<file path="src/rtl/cpu_pkg.sv">
// cpu_pkg: shared definitions for the Project 4 CPU control sequencer.
// Holds the top-level opcode encodings, the 3-bit ALU opcode names,
// the sequencer state encoding, the instruction field bit positions and
// a small helper that tells which ALU operations produce a meaningful carry.
package cpu_pkg;

  // Top-level opcodes (instruction bits [15:12]); 0xxx are ALU operations
  localparam logic [3:0] OP_LDI  = 4'b1000;
  localparam logic [3:0] OP_BZ   = 4'b1001;
  localparam logic [3:0] OP_BC   = 4'b1010;
  localparam logic [3:0] OP_JMP  = 4'b1011;
  localparam logic [3:0] OP_HALT = 4'b1111;

  // ALU OpCode values driven on alu_opcode
  typedef enum logic [2:0] {
    ALU_ADD = 3'b000,
    ALU_SUB = 3'b001,
    ALU_AND = 3'b010,
    ALU_OR  = 3'b011,
    ALU_XOR = 3'b100,
    ALU_NOT = 3'b101,
    ALU_SHL = 3'b110,
    ALU_SHR = 3'b111
  } alu_op_e;

  // Sequencer states
  typedef enum logic [2:0] {
    S_IDLE,
    S_FETCH,
    S_DECODE,
    S_EXEC,
    S_WB,
    S_HALT
  } state_e;

  // Instruction field bit positions
  localparam int F_OP_HI  = 15;
  localparam int F_OP_LO  = 12;
  localparam int F_RD_HI  = 11;
  localparam int F_RD_LO  = 9;
  localparam int F_RA_HI  = 8;
  localparam int F_RA_LO  = 6;
  localparam int F_RB_HI  = 5;
  localparam int F_RB_LO  = 3;
  localparam int F_IMM_HI = 7;
  localparam int F_IMM_LO = 0;

  // Only add and subtract define the carry; the other ALU ops leave flag_c alone
  function automatic logic sets_carry(input logic [2:0] alu_op);
    return (alu_op == ALU_ADD) || (alu_op == ALU_SUB);
  endfunction

endpackage

</file>
<file path="src/rtl/cpu_pc.sv">
// cpu_pc: program counter register for the control sequencer.
// Ports:
//   clk     - rising-edge clock
//   rst     - synchronous active-high reset, loads RESET_PC
//   restart - restart from HALT, also loads RESET_PC
//   load    - load target (taken branch / jump)
//   inc     - advance by one, wrapping modulo 2^PC_W
//   target  - branch/jump destination
//   pc      - current program counter
module cpu_pc #(
  parameter int             PC_W     = 8,
  parameter logic [PC_W-1:0] RESET_PC = '0
) (
  input  logic            clk,
  input  logic            rst,
  input  logic            restart,
  input  logic            load,
  input  logic            inc,
  input  logic [PC_W-1:0] target,
  output logic [PC_W-1:0] pc
);

  // Restart shares the reset value; load wins over increment, and the
  // natural overflow of the adder gives the wrap from all-ones to zero
  always_ff @(posedge clk) begin
    if (rst || restart) begin
      pc <= RESET_PC;
    end else if (load) begin
      pc <= target;
    end else if (inc) begin
      pc <= pc + 1'b1;
    end
  end

endmodule

</file>
<file path="src/rtl/cpu_ctrl.sv">
// cpu_ctrl: multi-cycle fetch/decode/execute/writeback sequencer that sits
// in front of the 8-bit ALU. It drives the ALU OpCode and the register-file
// addresses/enables and keeps the architectural zero/carry flags.
// Ports:
//   clk, rst          - clock, synchronous active-high reset
//   start             - begins execution from IDLE, or restarts from HALT
//   imem_addr/rd      - instruction fetch address (= PC) and request
//   imem_data/valid   - instruction word and fetch acknowledge
//   rf_ra/rb_addr     - register read addresses feeding the ALU
//   rf_wr_addr/en/sel - register write address, one-cycle strobe, source select
//   imm_out           - LDI immediate
//   alu_opcode        - ALU OpCode
//   alu_zero/carry    - ALU status inputs
//   flag_z/flag_c     - architectural flags
//   busy/halted       - status
//   illegal_op        - only with CPU_CTRL_TRAP_EN: reserved opcode trapped
// Build option: define CPU_CTRL_TRAP_EN to halt on reserved opcodes instead
// of treating them as no-ops.
module cpu_ctrl
  import cpu_pkg::*;
#(
  parameter int             PC_W     = 8,
  parameter int             INSTR_W  = 16,
  parameter logic [PC_W-1:0] RESET_PC = '0
) (
  input  logic               clk,
  input  logic               rst,
  input  logic               start,
  output logic [PC_W-1:0]    imem_addr,
  output logic               imem_rd,
  input  logic [INSTR_W-1:0] imem_data,
  input  logic               imem_valid,
  output logic [2:0]         rf_ra_addr,
  output logic [2:0]         rf_rb_addr,
  output logic [2:0]         rf_wr_addr,
  output logic               rf_wr_en,
  output logic               rf_wr_sel,
  output logic [7:0]         imm_out,
  output logic [2:0]         alu_opcode,
  input  logic               alu_zero,
  input  logic               alu_carry,
  output logic               flag_z,
  output logic               flag_c,
  output logic               busy,
`ifdef CPU_CTRL_TRAP_EN
  output logic               illegal_op,
`endif
  output logic               halted
);

  state_e             state;
  state_e             state_next;
  logic [INSTR_W-1:0] ir;
  logic [3:0]         op;
  logic               ir_load;
  logic               upd_z;
  logic               upd_c;
  logic               restart;
  logic               pc_load;
  logic               pc_inc;
`ifdef CPU_CTRL_TRAP_EN
  logic               trap_set;
`endif

  assign op = ir[F_OP_HI:F_OP_LO];

  cpu_pc #(
    .PC_W     (PC_W),
    .RESET_PC (RESET_PC)
  ) u_pc (
    .clk     (clk),
    .rst     (rst),
    .restart (restart),
    .load    (pc_load),
    .inc     (pc_inc),
    .target  (PC_W'(ir[F_IMM_HI:F_IMM_LO])),
    .pc      (imem_addr)
  );

  // State, instruction register and flags. Branches read the flags before
  // this edge, so they always see the result of the previous instruction.
  always_ff @(posedge clk) begin
    if (rst) begin
      state  <= S_IDLE;
      ir     <= '0;
      flag_z <= 1'b0;
      flag_c <= 1'b0;
    end else begin
      state <= state_next;
      if (ir_load) begin
        ir <= imem_data;
      end
      if (restart) begin
        flag_z <= 1'b0;
        flag_c <= 1'b0;
      end else begin
        if (upd_z) begin
          flag_z <= alu_zero;
        end
        if (upd_c) begin
          flag_c <= alu_carry;
        end
      end
    end
  end

`ifdef CPU_CTRL_TRAP_EN
  // Sticky trap indicator, held through HALT until reset or restart
  always_ff @(posedge clk) begin
    if (rst || restart) begin
      illegal_op <= 1'b0;
    end else if (trap_set) begin
      illegal_op <= 1'b1;
    end
  end
`endif

  // Next state, PC control and all decoded outputs. Register addresses and
  // ALU opcode are held from DECODE through WB so the ALU inputs stay stable.
  always_comb begin
    state_next = state;
    ir_load    = 1'b0;
    upd_z      = 1'b0;
    upd_c      = 1'b0;
    restart    = 1'b0;
    pc_load    = 1'b0;
    pc_inc     = 1'b0;
`ifdef CPU_CTRL_TRAP_EN
    trap_set   = 1'b0;
`endif
    imem_rd    = 1'b0;
    rf_ra_addr = '0;
    rf_rb_addr = '0;
    rf_wr_addr = '0;
    rf_wr_en   = 1'b0;
    rf_wr_sel  = 1'b0;
    imm_out    = '0;
    alu_opcode = '0;

    if (state == S_DECODE || state == S_EXEC || state == S_WB) begin
      rf_ra_addr = ir[F_RA_HI:F_RA_LO];
      rf_rb_addr = ir[F_RB_HI:F_RB_LO];
      alu_opcode = op[2:0];
    end

    case (state)
      S_IDLE: begin
        if (start) begin
          state_next = S_FETCH;
        end
      end
      S_FETCH: begin
        imem_rd = 1'b1;
        if (imem_valid) begin
          ir_load    = 1'b1;
          state_next = S_DECODE;
        end
      end
      S_DECODE: begin
        state_next = S_EXEC;
      end
      S_EXEC: begin
        if (!op[3]) begin
          upd_z      = 1'b1;
          upd_c      = sets_carry(op[2:0]);
          state_next = S_WB;
        end else begin
          case (op)
            OP_LDI: begin
              state_next = S_WB;
            end
            OP_BZ: begin
              pc_load    = flag_z;
              pc_inc     = !flag_z;
              state_next = S_FETCH;
            end
            OP_BC: begin
              pc_load    = flag_c;
              pc_inc     = !flag_c;
              state_next = S_FETCH;
            end
            OP_JMP: begin
              pc_load    = 1'b1;
              state_next = S_FETCH;
            end
            OP_HALT: begin
              state_next = S_HALT;
            end
            default: begin
`ifdef CPU_CTRL_TRAP_EN
              trap_set   = 1'b1;
              state_next = S_HALT;
`else
              pc_inc     = 1'b1;
              state_next = S_FETCH;
`endif
            end
          endcase
        end
      end
      S_WB: begin
        rf_wr_en   = 1'b1;
        rf_wr_addr = ir[F_RD_HI:F_RD_LO];
        rf_wr_sel  = (op == OP_LDI);
        if (op == OP_LDI) begin
          imm_out = ir[F_IMM_HI:F_IMM_LO];
        end
        pc_inc     = 1'b1;
        state_next = S_FETCH;
      end
      S_HALT: begin
        if (start) begin
          restart    = 1'b1;
          state_next = S_FETCH;
        end
      end
      default: begin
        state_next = S_IDLE;
      end
    endcase
  end

  assign busy   = (state != S_IDLE) && (state != S_HALT);
  assign halted = (state == S_HALT);

endmodule

</file>
<file path="config.mk">
export PLATFORM = sky130hd
export DESIGN_NAME = cpu_ctrl
export DESIGN_NICKNAME = d
export VERILOG_FILES = /design/src/rtl/cpu_pkg.sv /design/src/rtl/cpu_pc.sv /design/src/rtl/cpu_ctrl.sv
export SDC_FILE = /design/constraint.sdc
export NUM_CORES = 1
export LEC_CHECK = 0
export BUFFER_PORTS_ARGS = -buffer_cell sky130_fd_sc_hd__buf_2
export CAP_MARGIN = 20
export CORE_ASPECT_RATIO = 0.75
export CORE_MARGIN = 2
export CORE_UTILIZATION = 49
export DETAILED_ROUTE_END_ITERATION = 16
export GPL_TIMING_DRIVEN = 0
export PLACE_DENSITY = 0.83
export SKIP_CTS_REPAIR_TIMING = 1
export SLEW_MARGIN = 20
export SYNTH_ARGS = -nofsm -noshare
export SYNTH_HDL_FRONTEND = slang
export SYNTH_SLANG_ARGS = --single-unit
</file>
<file path="constraint.sdc">
create_clock -name clk -period 2.33 [get_ports clk]
set_clock_uncertainty 0.2 [all_clocks]
set_input_delay 0.3495 -clock clk [delete_from_list [all_inputs] [get_ports clk]]
set_output_delay 0.3495 -clock clk [all_outputs]
set_load 0.005 [all_outputs]
</file>
== After elaboration in Yosys (flattened, before gate mapping) ==
Index checks and enable logic that the tools add are counted.

* Input bits: 22
* Register bits: 29
* Output and inout port bits: 35
* Logic and storage cells: 65

* Reduce and logical (&&, ||, !) cells: 15
* $add $sub $neg: 1
* Multiplexer cells: 30
* Equality and inequality tests: 14

{| class="wikitable"
|+ Operators with widths
! kind !! number
|-
| $mux 8 || 4
|-
| $mux 3 || 7
|-
| $eq 4x4->1 const B || 5
|-
| $pmux 3 s5 || 1
|-
| $mux 1 || 14
|-
| $add 8x1->8 const B || 1
|-
| $eq 3x1->1 const B || 2
|-
| $eq 3x2->1 const B || 2
|-
| $eq 3x3->1 const B || 2
|-
| $logic_not 3->1 || 2
|-
| $pmux 1 s3 || 2
|-
| $pmux 3 s2 || 1
|-
| $logic_or 1x1->1 || 4
|-
| $reduce_or 2->1 || 2
|-
| $ne 3x3->1 const B || 1
|-
| $reduce_bool 3->1 || 1
|-
| $reduce_or 3->1 || 1
|-
| $logic_not 1->1 || 2
|-
| $ne 2x1->1 const B || 1
|-
| $ne 2x2->1 const B || 1
|-
| $pmux 1 s2 || 1
|-
| $reduce_and 2->1 || 1
|-
| $reduce_bool 2->1 || 1
|-
| $logic_and 1x1->1 || 1
|}

== Depth between registers and ports, before layout ==
* Depth in word-level cells: 7
* Depth in mapped cells: 7
* Mapped depth without buffers: 5

== Cells and area by module ==
Synthesis repeated with hierarchy kept, for this count alone.

* Cell total of the unflattened synthesis: 193
* Area, all modules: 1565.3 um^2

{| class="wikitable"
|+ By module, submodules not included
! module !! instances !! sequential area each (um^2) !! area each (um^2) !! cells each
|-
| cpu_ctrl || 1 || 420.4 || 1119.8 || 144
|-
| cpu_pc || 1 || 160.2 || 445.4 || 49
|}

== Least setup slack after synthesis ==
No wires, ideal clock.

* Kind: reg-to-reg
* From: register state[0]
* To: register u_pc.pc[7]
* Period minus slack after synthesis: 2.001 ns
* Path buffers: 2
* Setup time: 0.117 ns
* Required time: 2.013 ns
* Path slack: 0.329 ns
* Stages on the path, launching flop included: 7
* Data arrival time: 1.684 ns
* Cell sequence: dfxtp_1 buf_6 nand3b_4 or4_4 buf_6 mux2_4 a32o_1

* Cells in the longest elaborated chain, start to end: 3
* Elaborated cells on any way between the ends: 9
* Those cells by class: eq/ne: 3; mux: 4; reduce/logical: 2

{| class="wikitable"
|+ Ends and longest elaborated chain
! element !! line !! text
|-
| start: declaration || cpu_ctrl.sv:51 || <nowiki>state_e state;</nowiki>
|-
| start signal: assignment || cpu_ctrl.sv:89 || <nowiki>state <= state_next;</nowiki>
|-
| $eq 3x3->1 or $eq 3x2->1 (tied branches) || cpu_ctrl.sv:146 || <nowiki>case (state)</nowiki>
|-
| $pmux 1 s2 or $mux 1 (tied branches) || cpu_ctrl.sv:146 ||
|-
| $reduce_bool 2->1 (no line), or another cell as far along || - ||
|-
| end signal: assignment || cpu_pc.sv:29 || <nowiki>pc <= target;</nowiki>
|-
| end signal: assignment || cpu_pc.sv:31 || <nowiki>pc <= pc + 1'b1;</nowiki>
|-
| end: declaration || cpu_pc.sv:20 || <nowiki>output logic [PC_W-1:0] pc</nowiki>
|}

Parallel ways exist; a longest one is shown, timed or not.
A chain may end at the register's enable or synchronous reset.

== Worst setup path after layout ==
* From: register state[1]
* To: output imm_out[1]

* Cells in the longest elaborated chain, start to end: 2

{| class="wikitable"
|+ Ends and longest elaborated chain
! element !! line !! text
|-
| $eq 3x3->1 || cpu_ctrl.sv:146 ||
|-
| $mux 8 || cpu_ctrl.sv:146 ||
|-
| end: declaration || cpu_ctrl.sv:38 || <nowiki>output logic [7:0] imm_out,</nowiki>
|}

No other way between the ends.

==> metrics.md <==
| Metric | Value |
|---|---|
| Drt total wl | `3930 um` |
| Root Buffer | `clkbuf_8` |
| CTS H-tree lvls | `2` |
| Post-Synth Simple-Gate Area | `0.335` |
| Chip width | `between 60 and 70 um` |
| Data required, critical path | `1780 ps` |
| Sequential share of the synthesized area | `0.374` |
| Layout net count | `283` |
| Post-synth net total | `between 200 and 250` |
| DRC viols | `0` |
| Post-synth EDFFs | `0` |
| Max clock buf depth | `2` |
| Setup WS pre-CTS | `~9.9 ps` |
| Netlist cell types | `36` |
| Max incr delay on CP | `360 ps` |
| Maxcap violations | `0` |
| Yosys warns | `0` |
| Vias in the first global route | `1314` |
| Data arrival, critical path | `1700 ps` |
| Ant diodes | `0` |
| Overall fraction of global-route tracks in use | `0.226` |
| Fin util | `0.687` |
| Setup ws final | `84.4 ps` |
| DP HPWL | `between 2000 and 3000 um` |
| Mapped Area | `approximately 0.0016 mm2` |
| Lkg Pwr | `0.938 nW` |
| CP startpoint | `state[1]$_SDFFE_PP0P_` |
| Areal power density over the cells | `593 mW/mm2` |
| F_max | `~450 MHz` |
| Global route overflow | `0` |
| Die Ht | `between 50 and 60 um` |
| Tightest Hold Check Type | `in -> reg` |
| First-iteration detailed-routing DRC count | `160` |
| Final setup viols | `0` |
| Final Hold Viols | `0` |
| Die area | `about 0.0036 mm2` |
| Row count | `17` |
| Clk sinks | `29` |
| Critical Path Slowest Stage Cell | `dfxtp_1` |
| Min cycle time layout | `2250 ps` |
| Post-synthesis mux area share | `0.0709` |
| Compound-cell area share of the yosys netlist | `0.167` |
| Worst Min Path Start | `imem_data[12]` |
| Gr busiest metal | `met2` |
| Asr flop ratio synth | `0` |
| RD Place Congestion | `0.810` |
| Routed vias | `approximately 1.6k` |
| Largest net degree at the start of global routing | `11` |
| GR Util met3 | `0.0615` |
| #FFs+latches synth | `29` |
| Layout cells sized above 1 | `0.322` |
| Core area | `0.00298 mm2` |
| Largest family of logic cells by synthesized area | `simple AND/OR/NAND/NOR gates` |
| Top Family by Delay on Critical Path | `simple AND/OR/NAND/NOR gates` |
| Layout area overhead | `31.6%` |
| Worst path cell trace | `buf_2 > nor3b_4 > and3_4 > and2_1 > buf_2` |
| Worst slew pin tran | `between 700 and 800 ps` |
| Max IR drop VDD | `0.539 mV` |
| Cell count after synthesis | `195` |
| Initial antenna violation count | `0` |
| Total CTS buffers | `5` |
| Top_reg_cell synth | `dfxtp_1` |
| RSZ-0062 raised after global routing | `false` |
| Post-DRT Antenna Nets | `0` |
| Critical path class | `reg -> out` |
| I/O pin cnt | `57` |
| Crit path max fanout | `10` |
| Status | `complete, no violations` |
| CP dominant cell by count | `buf_2` |
| Max-slew headroom | `0.501` |
| CTS clock-pin slew for the worst setup and hold paths | `70 ps` |
| Clk Latency, worst-skew pair | `just under 300 ps` |
| Post-Synth Adder-Cell Area | `0.00805` |
| Final period util | `0.964` |
| Cell depth of the worst min-delay path | `3` |
| Crit end category | `output port` |
| Reg2reg path depth | `6` |
| Global-route wire length before repair | `~6300 um` |
| Critical R2R Launch | `ir[15]$_SDFFE_PP0P_` |
| Met1 Resource Use GR | `0.314` |
| Initial Util | `0.522` |
| Max Slew Vio Count | `0` |
| Worst path depth | `5` |
| GR Layer Usage met2 | `0.338` |
| Worst Setup Start Kind | `flip-flop` |
| Pwr Total | `approximately 1.2 mW` |
| Drt pass-1 iters | `4` |
| Syn Area/Cell | `7.97 um2` |
| Fillcell total | `around 270` |
| CTS tree | `yes` |
| Port Buffers | `56` |
| Buf+Inv Stages, Crit Path | `2` |
| Fin Setup TNS | `0 ps` |
| Post-synthesis xor/xnor area fraction | `0.00564` |
| Wire per inst | `13.1 um` |
| Number of vias per cell | `about 5.3` |
-- cells in the final DEF (no fill, tap or decap), drive strengths merged, types with 5 or more instances in the layout --
master	netlist	layout
and2	13	13
nor2	11	11
mux2i	5	5
clkbuf	7	11
nand2	38	38
buf	4	64
a21oi	25	25
o21ai	5	5
nor3	6	6
dfxtp	29	29
nor2b	13	13
-- area by class of cell --
class,count,area [um2],area share
Clock inverter,2,37.5,0.0183
Tap cell,38,47.5,0.0232
Multi-Input combinational cell,154,931,0.455
Buffer,10,58.8,0.0287
Timing Repair Buffer,59,303,0.148
Inverter,1,3.75,0.00183
Sequential cell,29,582,0.284
Clock buffer,6,82.6,0.0404
-- flip-flops by register name (all words and copies together), names as in the netlist --
name and cells:
flag_c 1, flag_z 1, ir 16, state 3
u_pc.pc 8
-- worst paths after layout --
check	to	slack, ps
worst max-delay path	imm_out[1]	80
worst min-delay path	ir[12]$_SDFFE_PP0P_	90
worst min register to register	ir[8]$_SDFFE_PP0P_	250
worst max register to register	u_pc.pc[7]$_SDFFE_PP0P_	150
-- cell usage after synthesis (3+ instances only) --
cell type | instances | area [um2]
nand2_1 | 38 | 143
dfxtp_1 | 29 | 581
a21oi_1 | 25 | 125
and2_1 | 13 | 81.3
nor2b_1 | 13 | 81.3
nor2_1 | 11 | 41.3
clkbuf_1 | 7 | 26.3
nor3_1 | 6 | 30.0
mux2i_1 | 5 | 50.1
a32o_1 | 4 | 40.0
mux2_4 | 4 | 60.1
nand3_1 | 4 | 20.0
o21ai_0 | 4 | 20.0
nor4_1 | 3 | 18.8
-- metrics by stage --
stage / cell area [um2] / std cells / hold slack [ps]
2_1_floorplan: 1550 / 195 / 232
3_3_place_gp: 1880 / 289 / 239
3_5_place_dp: 1880 / 289 / 243
4_1_cts: 2000 / 297 / 91.8
5_1_grt: 2050 / 299 / 99.4
6_report: 2050 / 299 / 94.4
-- power breakdown --
| group | leakage (nW) | switching [mW] | internal (mW) | total [mW] |
|---|---|---|---|---|
| logic | 0.645 | 0.0721 | 0.0557 | 0.128 |
| clock network | 0.0574 | 0.209 | 0.347 | 0.556 |
| registers | 0.236 | 0.0163 | 0.514 | 0.530 |
-- logic make-up (layout without fill, tap and decap cells) --
kind of cell / after synthesis / after routing
multiplexers: 9 / 9
AO/OA/AOI/OAI: 43 / 43
XOR/XNOR: 1 / 1
flip-flops: 29 / 29
adder cells (fa/ha/maj): 1 / 1
AND/OR/NAND/NOR: 100 / 100
buffers and inverters: 12 / 78
-- worst register-to-register path: cells and delay by family (launching register included) --
kind | cells | cell delay, ps
mux | 1 | 300
compound gates | 1 | 210
flops | 1 | 310
simple gates | 2 | 590
buf+inv | 2 | 480
-- routing by layer --
layer | up-vias | wire length (um)
met1 | 690 | 1930
met2 | 55 | 1700
li1 | 819 | -
met5 | - | 0
met3 | 6 | 239
met4 | 0 | 57
Power figures use the tool's default switching activity.
